**config.mk**
```make
export PLATFORM = sky130hd
export DESIGN_NAME = i2c_write_master_flat
export DESIGN_NICKNAME = d
export VERILOG_FILES = /design/src/rtl/i2c_write_master_if.sv /design/src/rtl/i2c_write_master.sv /design/src/flat_wrapper.sv
export SDC_FILE = /design/constraint.sdc
export NUM_CORES = 1
export LEC_CHECK = 0
export CORE_MARGIN = 4
export CORE_UTILIZATION = 51
export CTS_BUF_LIST = sky130_fd_sc_hd__clkbuf_8
export DETAILED_ROUTE_END_ITERATION = 7
export MAX_ROUTING_LAYER = met4
export PLACE_DENSITY_LB_ADDON = 0.12
export SLEW_MARGIN = 20
export SYNTH_ARGS = -nofsm -noshare
export SYNTH_HDL_FRONTEND = slang
export SYNTH_SLANG_ARGS = --single-unit
```
**constraint.sdc**
```tcl
create_clock -name clk -period 2 [get_ports clk]
set_clock_uncertainty 0.15 [all_clocks]
set_input_delay 0.4 -clock clk [delete_from_list [all_inputs] [get_ports clk]]
set_output_delay 0.4 -clock clk [all_outputs]
set_load 0.01 [all_outputs]
```
**src/rtl/i2c_write_master_if.sv**
```systemverilog
// rtl/i2c_write_master_if.sv - core command and open-drain line bundle for i2c_write_master
interface i2c_write_master_if;
    logic        start;
    logic [6:0]  slave_addr;
    logic [15:0] wdata;
    logic        scl_in;
    logic        sda_in;
    logic        scl_oe;
    logic        sda_oe;
    logic        busy;
    logic        done;
    logic        ack_err;

    modport master (
        input  start, slave_addr, wdata, scl_in, sda_in,
        output scl_oe, sda_oe, busy, done, ack_err
    );

    modport slave (
        output start, slave_addr, wdata, scl_in, sda_in,
        input  scl_oe, sda_oe, busy, done, ack_err
    );
endinterface

```
**src/rtl/i2c_write_master.sv**
```systemverilog
// rtl/i2c_write_master.sv - write-only I2C master (START, addr+W, 2 data bytes, STOP); I2C_CLK_STRETCH_EN enables SCL stretching
module i2c_write_master #(
    parameter int CLK_DIV = 4
) (
    input  logic               clk,
    input  logic               reset,
    i2c_write_master_if.master bus
);
    typedef enum logic [2:0] {IDLE, START, SHIFT, ACK, STOP, DONE} state_t;

    localparam logic [7:0] DIV_LAST = 8'(CLK_DIV - 1);

    state_t      state, state_d;
    logic [7:0]  div_cnt, div_cnt_d;
    logic [1:0]  quarter, quarter_d;
    logic [2:0]  bit_cnt, bit_cnt_d;
    logic [1:0]  frame, frame_d;
    logic [7:0]  shreg, shreg_d;
    logic [6:0]  addr_q, addr_d;
    logic [15:0] data_q, data_d;
    logic        ack_err_q, ack_err_d;
    logic        scl_q, scl_d, sda_q, sda_d;
    logic        busy_q, busy_d, done_q, done_d;
    logic        in_slot, q_end, stall, slot_end;

    assign in_slot  = (state == START) || (state == SHIFT) || (state == ACK) || (state == STOP);
    assign q_end    = (div_cnt == DIV_LAST);
    assign slot_end = q_end && (quarter == 2'd3);

`ifdef I2C_CLK_STRETCH_EN
    // A slave holding SCL low at the end of a released q1 freezes the quarter timer.
    assign stall = in_slot && (quarter == 2'd1) && q_end && !scl_q && !bus.scl_in;
`else
    logic unused_scl_in;
    assign unused_scl_in = bus.scl_in;
    assign stall         = 1'b0;
`endif

    // Next-state, counter and shift logic; line outputs are derived from the next state so they register on the quarter's first clock.
    always_comb begin
        state_d   = state;
        div_cnt_d = div_cnt;
        quarter_d = quarter;
        bit_cnt_d = bit_cnt;
        frame_d   = frame;
        shreg_d   = shreg;
        addr_d    = addr_q;
        data_d    = data_q;
        ack_err_d = ack_err_q;
        scl_d     = 1'b0;
        sda_d     = 1'b0;

        if (in_slot && !stall) begin
            if (q_end) begin
                div_cnt_d = '0;
                quarter_d = quarter + 2'd1;
            end else begin
                div_cnt_d = div_cnt + 8'd1;
            end
        end

        unique case (state)
            IDLE: begin
                if (bus.start) begin
                    state_d   = START;
                    addr_d    = bus.slave_addr;
                    data_d    = bus.wdata;
                    ack_err_d = 1'b0;
                    div_cnt_d = '0;
                    quarter_d = '0;
                    bit_cnt_d = '0;
                    frame_d   = '0;
                end
            end
            START: begin
                if (slot_end) begin
                    state_d   = SHIFT;
                    shreg_d   = {addr_q, 1'b0};
                    bit_cnt_d = '0;
                    frame_d   = '0;
                end
            end
            SHIFT: begin
                if (slot_end) begin
                    shreg_d   = {shreg[6:0], 1'b0};
                    bit_cnt_d = bit_cnt + 3'd1;
                    if (bit_cnt == 3'd7) begin
                        state_d = ACK;
                    end
                end
            end
            ACK: begin
                if ((quarter == 2'd2) && q_end && bus.sda_in) begin
                    ack_err_d = 1'b1;
                end
                if (slot_end) begin
                    if (ack_err_q || (frame == 2'd2)) begin
                        state_d = STOP;
                    end else begin
                        state_d   = SHIFT;
                        frame_d   = frame + 2'd1;
                        shreg_d   = (frame == 2'd0) ? data_q[15:8] : data_q[7:0];
                        bit_cnt_d = '0;
                    end
                end
            end
            STOP: begin
                if (slot_end) begin
                    state_d = DONE;
                end
            end
            DONE: begin
                state_d = IDLE;
            end
            default: state_d = IDLE;
        endcase

        case (state_d)
            START: begin
                scl_d = (quarter_d == 2'd3);
                sda_d = quarter_d[1];
            end
            SHIFT: begin
                scl_d = (quarter_d == 2'd0) || (quarter_d == 2'd3);
                sda_d = ~shreg_d[7];
            end
            ACK: begin
                scl_d = (quarter_d == 2'd0) || (quarter_d == 2'd3);
                sda_d = 1'b0;
            end
            STOP: begin
                scl_d = (quarter_d == 2'd0);
                sda_d = ~quarter_d[1];
            end
            default: begin
                scl_d = 1'b0;
                sda_d = 1'b0;
            end
        endcase

        busy_d = (state_d == START) || (state_d == SHIFT) || (state_d == ACK) || (state_d == STOP);
        done_d = (state_d == DONE);
    end

    // State, counters, captured command and registered line/status outputs.
    always_ff @(posedge clk) begin
        if (reset) begin
            state     <= IDLE;
            div_cnt   <= '0;
            quarter   <= '0;
            bit_cnt   <= '0;
            frame     <= '0;
            shreg     <= '0;
            addr_q    <= '0;
            data_q    <= '0;
            ack_err_q <= 1'b0;
            scl_q     <= 1'b0;
            sda_q     <= 1'b0;
            busy_q    <= 1'b0;
            done_q    <= 1'b0;
        end else begin
            state     <= state_d;
            div_cnt   <= div_cnt_d;
            quarter   <= quarter_d;
            bit_cnt   <= bit_cnt_d;
            frame     <= frame_d;
            shreg     <= shreg_d;
            addr_q    <= addr_d;
            data_q    <= data_d;
            ack_err_q <= ack_err_d;
            scl_q     <= scl_d;
            sda_q     <= sda_d;
            busy_q    <= busy_d;
            done_q    <= done_d;
        end
    end

    assign bus.scl_oe  = scl_q;
    assign bus.sda_oe  = sda_q;
    assign bus.busy    = busy_q;
    assign bus.done    = done_q;
    assign bus.ack_err = ack_err_q;
endmodule

```
**src/flat_wrapper.sv**
```systemverilog
// flat-port wrapper written by rule: the top's interface ports become plain ports
module i2c_write_master_flat 
#(
    parameter int CLK_DIV = 4
)
  (clk, reset, bus_start, bus_slave_addr, bus_wdata, bus_scl_in, bus_sda_in, bus_scl_oe, bus_sda_oe, bus_busy, bus_done, bus_ack_err);
  i2c_write_master_if bus_i ();
  input  logic clk;
  input  logic reset;
  input wire logic [$bits(bus_i.start)-1:0] bus_start;
  input wire logic [$bits(bus_i.slave_addr)-1:0] bus_slave_addr;
  input wire logic [$bits(bus_i.wdata)-1:0] bus_wdata;
  input wire logic [$bits(bus_i.scl_in)-1:0] bus_scl_in;
  input wire logic [$bits(bus_i.sda_in)-1:0] bus_sda_in;
  output wire logic [$bits(bus_i.scl_oe)-1:0] bus_scl_oe;
  output wire logic [$bits(bus_i.sda_oe)-1:0] bus_sda_oe;
  output wire logic [$bits(bus_i.busy)-1:0] bus_busy;
  output wire logic [$bits(bus_i.done)-1:0] bus_done;
  output wire logic [$bits(bus_i.ack_err)-1:0] bus_ack_err;
  assign bus_i.start = bus_start;
  assign bus_i.slave_addr = bus_slave_addr;
  assign bus_i.wdata = bus_wdata;
  assign bus_i.scl_in = bus_scl_in;
  assign bus_i.sda_in = bus_sda_in;
  assign bus_scl_oe = bus_i.scl_oe;
  assign bus_sda_oe = bus_i.sda_oe;
  assign bus_busy = bus_i.busy;
  assign bus_done = bus_i.done;
  assign bus_ack_err = bus_i.ack_err;
  i2c_write_master #(.CLK_DIV(CLK_DIV)) u_core (.clk(clk), .reset(reset), .bus(bus_i));
endmodule
```
==> run metrics <==
area inside the core boundary=4820 um2; weighted congestion reported at the end of routability-driven placement=0.888; launch point of the worst path=u_core.div_cnt[0]; clock network fraction of design power=0.338; Switching Fraction=0.241; number of nets with antenna violations after detailed routing=0; total number of yosys warnings=0; GR Overflow Total=0; number of nets in the synthesized netlist=349; Post-synth EDFFs=0; Reg-to-Reg End=u_core.bus.sda_oe; portion of the post-synthesis area used by sequential elements=0.420; Worst Path Arrival=2170 ps; worst slew slack as a fraction of its limit=0.682; Clock Tree Root=clkbuf_8; biggest cell delay along the critical path=400 ps; pin count of the biggest net entering global routing=29; worst hold path cell count=2; violation count after the first detailed-routing iteration=186; topmost layer with routed signal wires=met4; switching pwr=0.516 mW; Port Buffers=31; unique cell type count in the Yosys netlist=50; Slew @ Worst Pin=471 ps; achievable clock frequency=481 MHz; die span in y=79.0 um; Post-Syn Area=2570 um2; status=finished, violations left; power share of the sequential group=0.528; Synth Register Bits=54; first-pass detailed-route iteration total=4; post-placement cell count=437; P per Cell Area=592 nW/um2; number of levels the H-tree was split into=2; count of standard-cell rows=25; per-cell routed wire length=15.6 um; most frequent standard cell in the layout excluding fill and tap cells=nand2_1; worst setup path class=flip-flop to flip-flop; ys async rst share=0; static power due to leakage=1.44 nW; area taken by flip-flops and latches=1090 um2; antenna violations before repair=0; max-capacitance violation count=0; layout filler cell count=380; cells along the critical path=ha_2 -> buf_4 -> nand4_2 -> buf_6 -> or2b_1 -> o21ai_0 -> mux2i_1 -> a21oi_1; multi-input combinational cell area=1590 um2; sort of element at the end of the critical path=flip-flop; fraction of final layout cells with drive strength greater than 1=0.278; number of non-filler instances in the completed layout=452; die outline area=6250 um2; Final WS setup=-79.5 ps; IR drop worst, VDD=0.386 mV; IO Count=33; amount of wire on met2 after detailed routing=3.32 mm; Syn Area/Cell=8.25 um2; CTS tree=yes; CTS Hold Bufs=0; top-area cell type share of the netlist area=0.420; leading area contributor after synthesis=dfxtp_1; worst skew pair latency=310 ps; Clock Pin Slew Worst Setup and Hold Paths=100 ps; chip width=79.0 um; wire length reported by the detailed router=7.04 mm; vias after detailed routing=2435; post-route minimum period=2080 ps; slowest library cell on the worst path=o21ai_0; endpoint required time on the critical path=2090 ps; layout net count=421; Area Growth Syn to Fin=40.3%; Reg2Reg Setup Slack=-80 ps; end of the critical path=u_core.bus.sda_oe; number of setup violations in the final report=10; combinational group share of total power=0.134; source of the worst register-to-register timing path=u_core.div_cnt[0]; remaining routing DRC violations=0; global-route wire length before repair=10.8 mm; Internal Pwr Total=1.62 mW; number of buffers on the longest clock path=2; fin crit share=1.04; Total Routing Usage GR=0.224; Num CTS Buffers=5; maximum fanout along the worst path=3; number of antenna diodes=0; violated checks=negative setup slack; number of pins with negative max-slew slack in the final report=0; starting utilization of the core area=0.534; clock sinks=54; worst hold-check path type=flip-flop to flip-flop; predominant post-synthesis flop cell=dfxtp_1; RSZ-0062 raised after global routing=yes; final number of hold-violating endpoints=0; sum of net half-perimeters after detailed placement=4.56 mm; CP startpoint kind=flip-flop; Via density=5.39; sum of routed wire segments on met1=3.32 mm; depth of the worst register-to-register path=8; cell count after synthesis=312; top library cells by usage in the layout, fill and taps aside=nand2_1 (54), buf_4 (50), dfxtp_1 (50); Finished Core Util=0.750; via count of the first global-routing pass=2354; top post-synthesis cells by area=dfxtp_1 (42%), nand2_1 (8.0%), a21oi_1 (6.8%); met3 layer wire length in the routed design=266 um
## logic make-up after synthesis
family                     Yosys count  share of synthesized area
AOI/OAI and AO/OA                   65                      0.153
xor gates and xnor gates             7                     0.0238
adders and majority gates            9                     0.0438
buffers and inverters               27                     0.0403
DFF                                 54                      0.420
muxes                               18                     0.0705
and+or+nand+nor                    132                      0.249
## cells in the mapped netlist (all sizes together), types with 2 or more instances
library cell and number:
mux2i 17, xnor2 3, nand3 8, a21o 2, clkbuf 16, a21oi 35, nand2b 3, and2 2
inv 9, nand4 4, buf 2, xor2 4, nor3 7, ha 9, nand2 55, o22ai 6
nor2b 4, or3 4, o21ai 5, nand3b 2, dfxtp 54, a22oi 8, nor2 33
## what timing repair did
action	in CTS	in global routing
gates resized for setup	11	27
setup buffers	4	5
endpoints found under the setup margin	14	16
pin swaps	7	13
## power groups by stage
stage	clock (mW)	sequential, mW	combinational, mW
CTS	0.737	1.13	0.265
global placement	0	1.15	0.255
finish	0.724	1.13	0.286
global route	0.790	1.13	0.311
detailed placement	0	1.15	0.259
floorplan	0	1.15	0.133
## sequential cells by signal (all words and copies together), names as in the netlist
| name | flops |
|---|---|
| u_core.data_q | 16 |
| u_core.bus.scl_oe | 1 |
| u_core.shreg | 8 |
| u_core.bus.ack_err | 1 |
| u_core.bit_cnt | 3 |
| u_core.bus.done | 1 |
| u_core.state | 3 |
| u_core.div_cnt | 8 |
| u_core.bus.sda_oe | 1 |
| u_core.addr_q | 7 |
| u_core.bus.busy | 1 |
| u_core.quarter | 2 |
| u_core.frame | 2 |
## worst min path at each step
stage,from,end,slack [ps]
6_report,u_core.data_q[2],u_core.data_q[2],310
5_1_grt,u_core.data_q[0],u_core.data_q[0],340
4_1_cts,u_core.data_q[2],u_core.data_q[2],310
3_5_place_dp,u_core.data_q[2],u_core.data_q[2],300
3_3_place_gp,u_core.data_q[2],u_core.data_q[2],290
2_1_floorplan,u_core.data_q[0],u_core.data_q[0],290
## critical path: cells and delay by family (launching register included)
| family | cells | cell delay, ps |
|---|---|---|
| compound gates | 2 | 560 |
| fa+ha+maj | 1 | 190 |
| buf+inv | 2 | 250 |
| flops | 1 | 340 |
| mux | 1 | 140 |
| simple gates | 2 | 380 |
## layer usage
metal,vias up,track usage
met5,-,-
met1,1154,0.299
li1,1215,-
met2,54,0.343
met3,12,0.0385
met4,0,0.0842
## stage by stage
stage | cell area, um2 | hold WS [ps] | TNS [ps] | power, mW | setup slack, ps
2_1_floorplan | 2620 | 286 | -43.2 | 1.28 | -43.2
3_3_place_gp | 3280 | 292 | -5740 | 1.41 | -400
3_5_place_dp | 3280 | 299 | -7130 | 1.41 | -447
4_1_cts | 3450 | 313 | -106 | 2.13 | -80.1
5_1_grt | 3610 | 341 | -1340 | 2.23 | -165
6_report | 3610 | 311 | -281 | 2.14 | -79.5
## cell type report
class | count | share of cell area
Inverter | 9 | 0.0100
Clock buffer | 5 | 0.0191
Multi-Input combinational cell | 231 | 0.440
Sequential cell | 54 | 0.301
Tap cell | 67 | 0.0232
Clock inverter | 3 | 0.0114
Timing Repair Buffer | 83 | 0.196
Power figures use the tool's default switching activity.
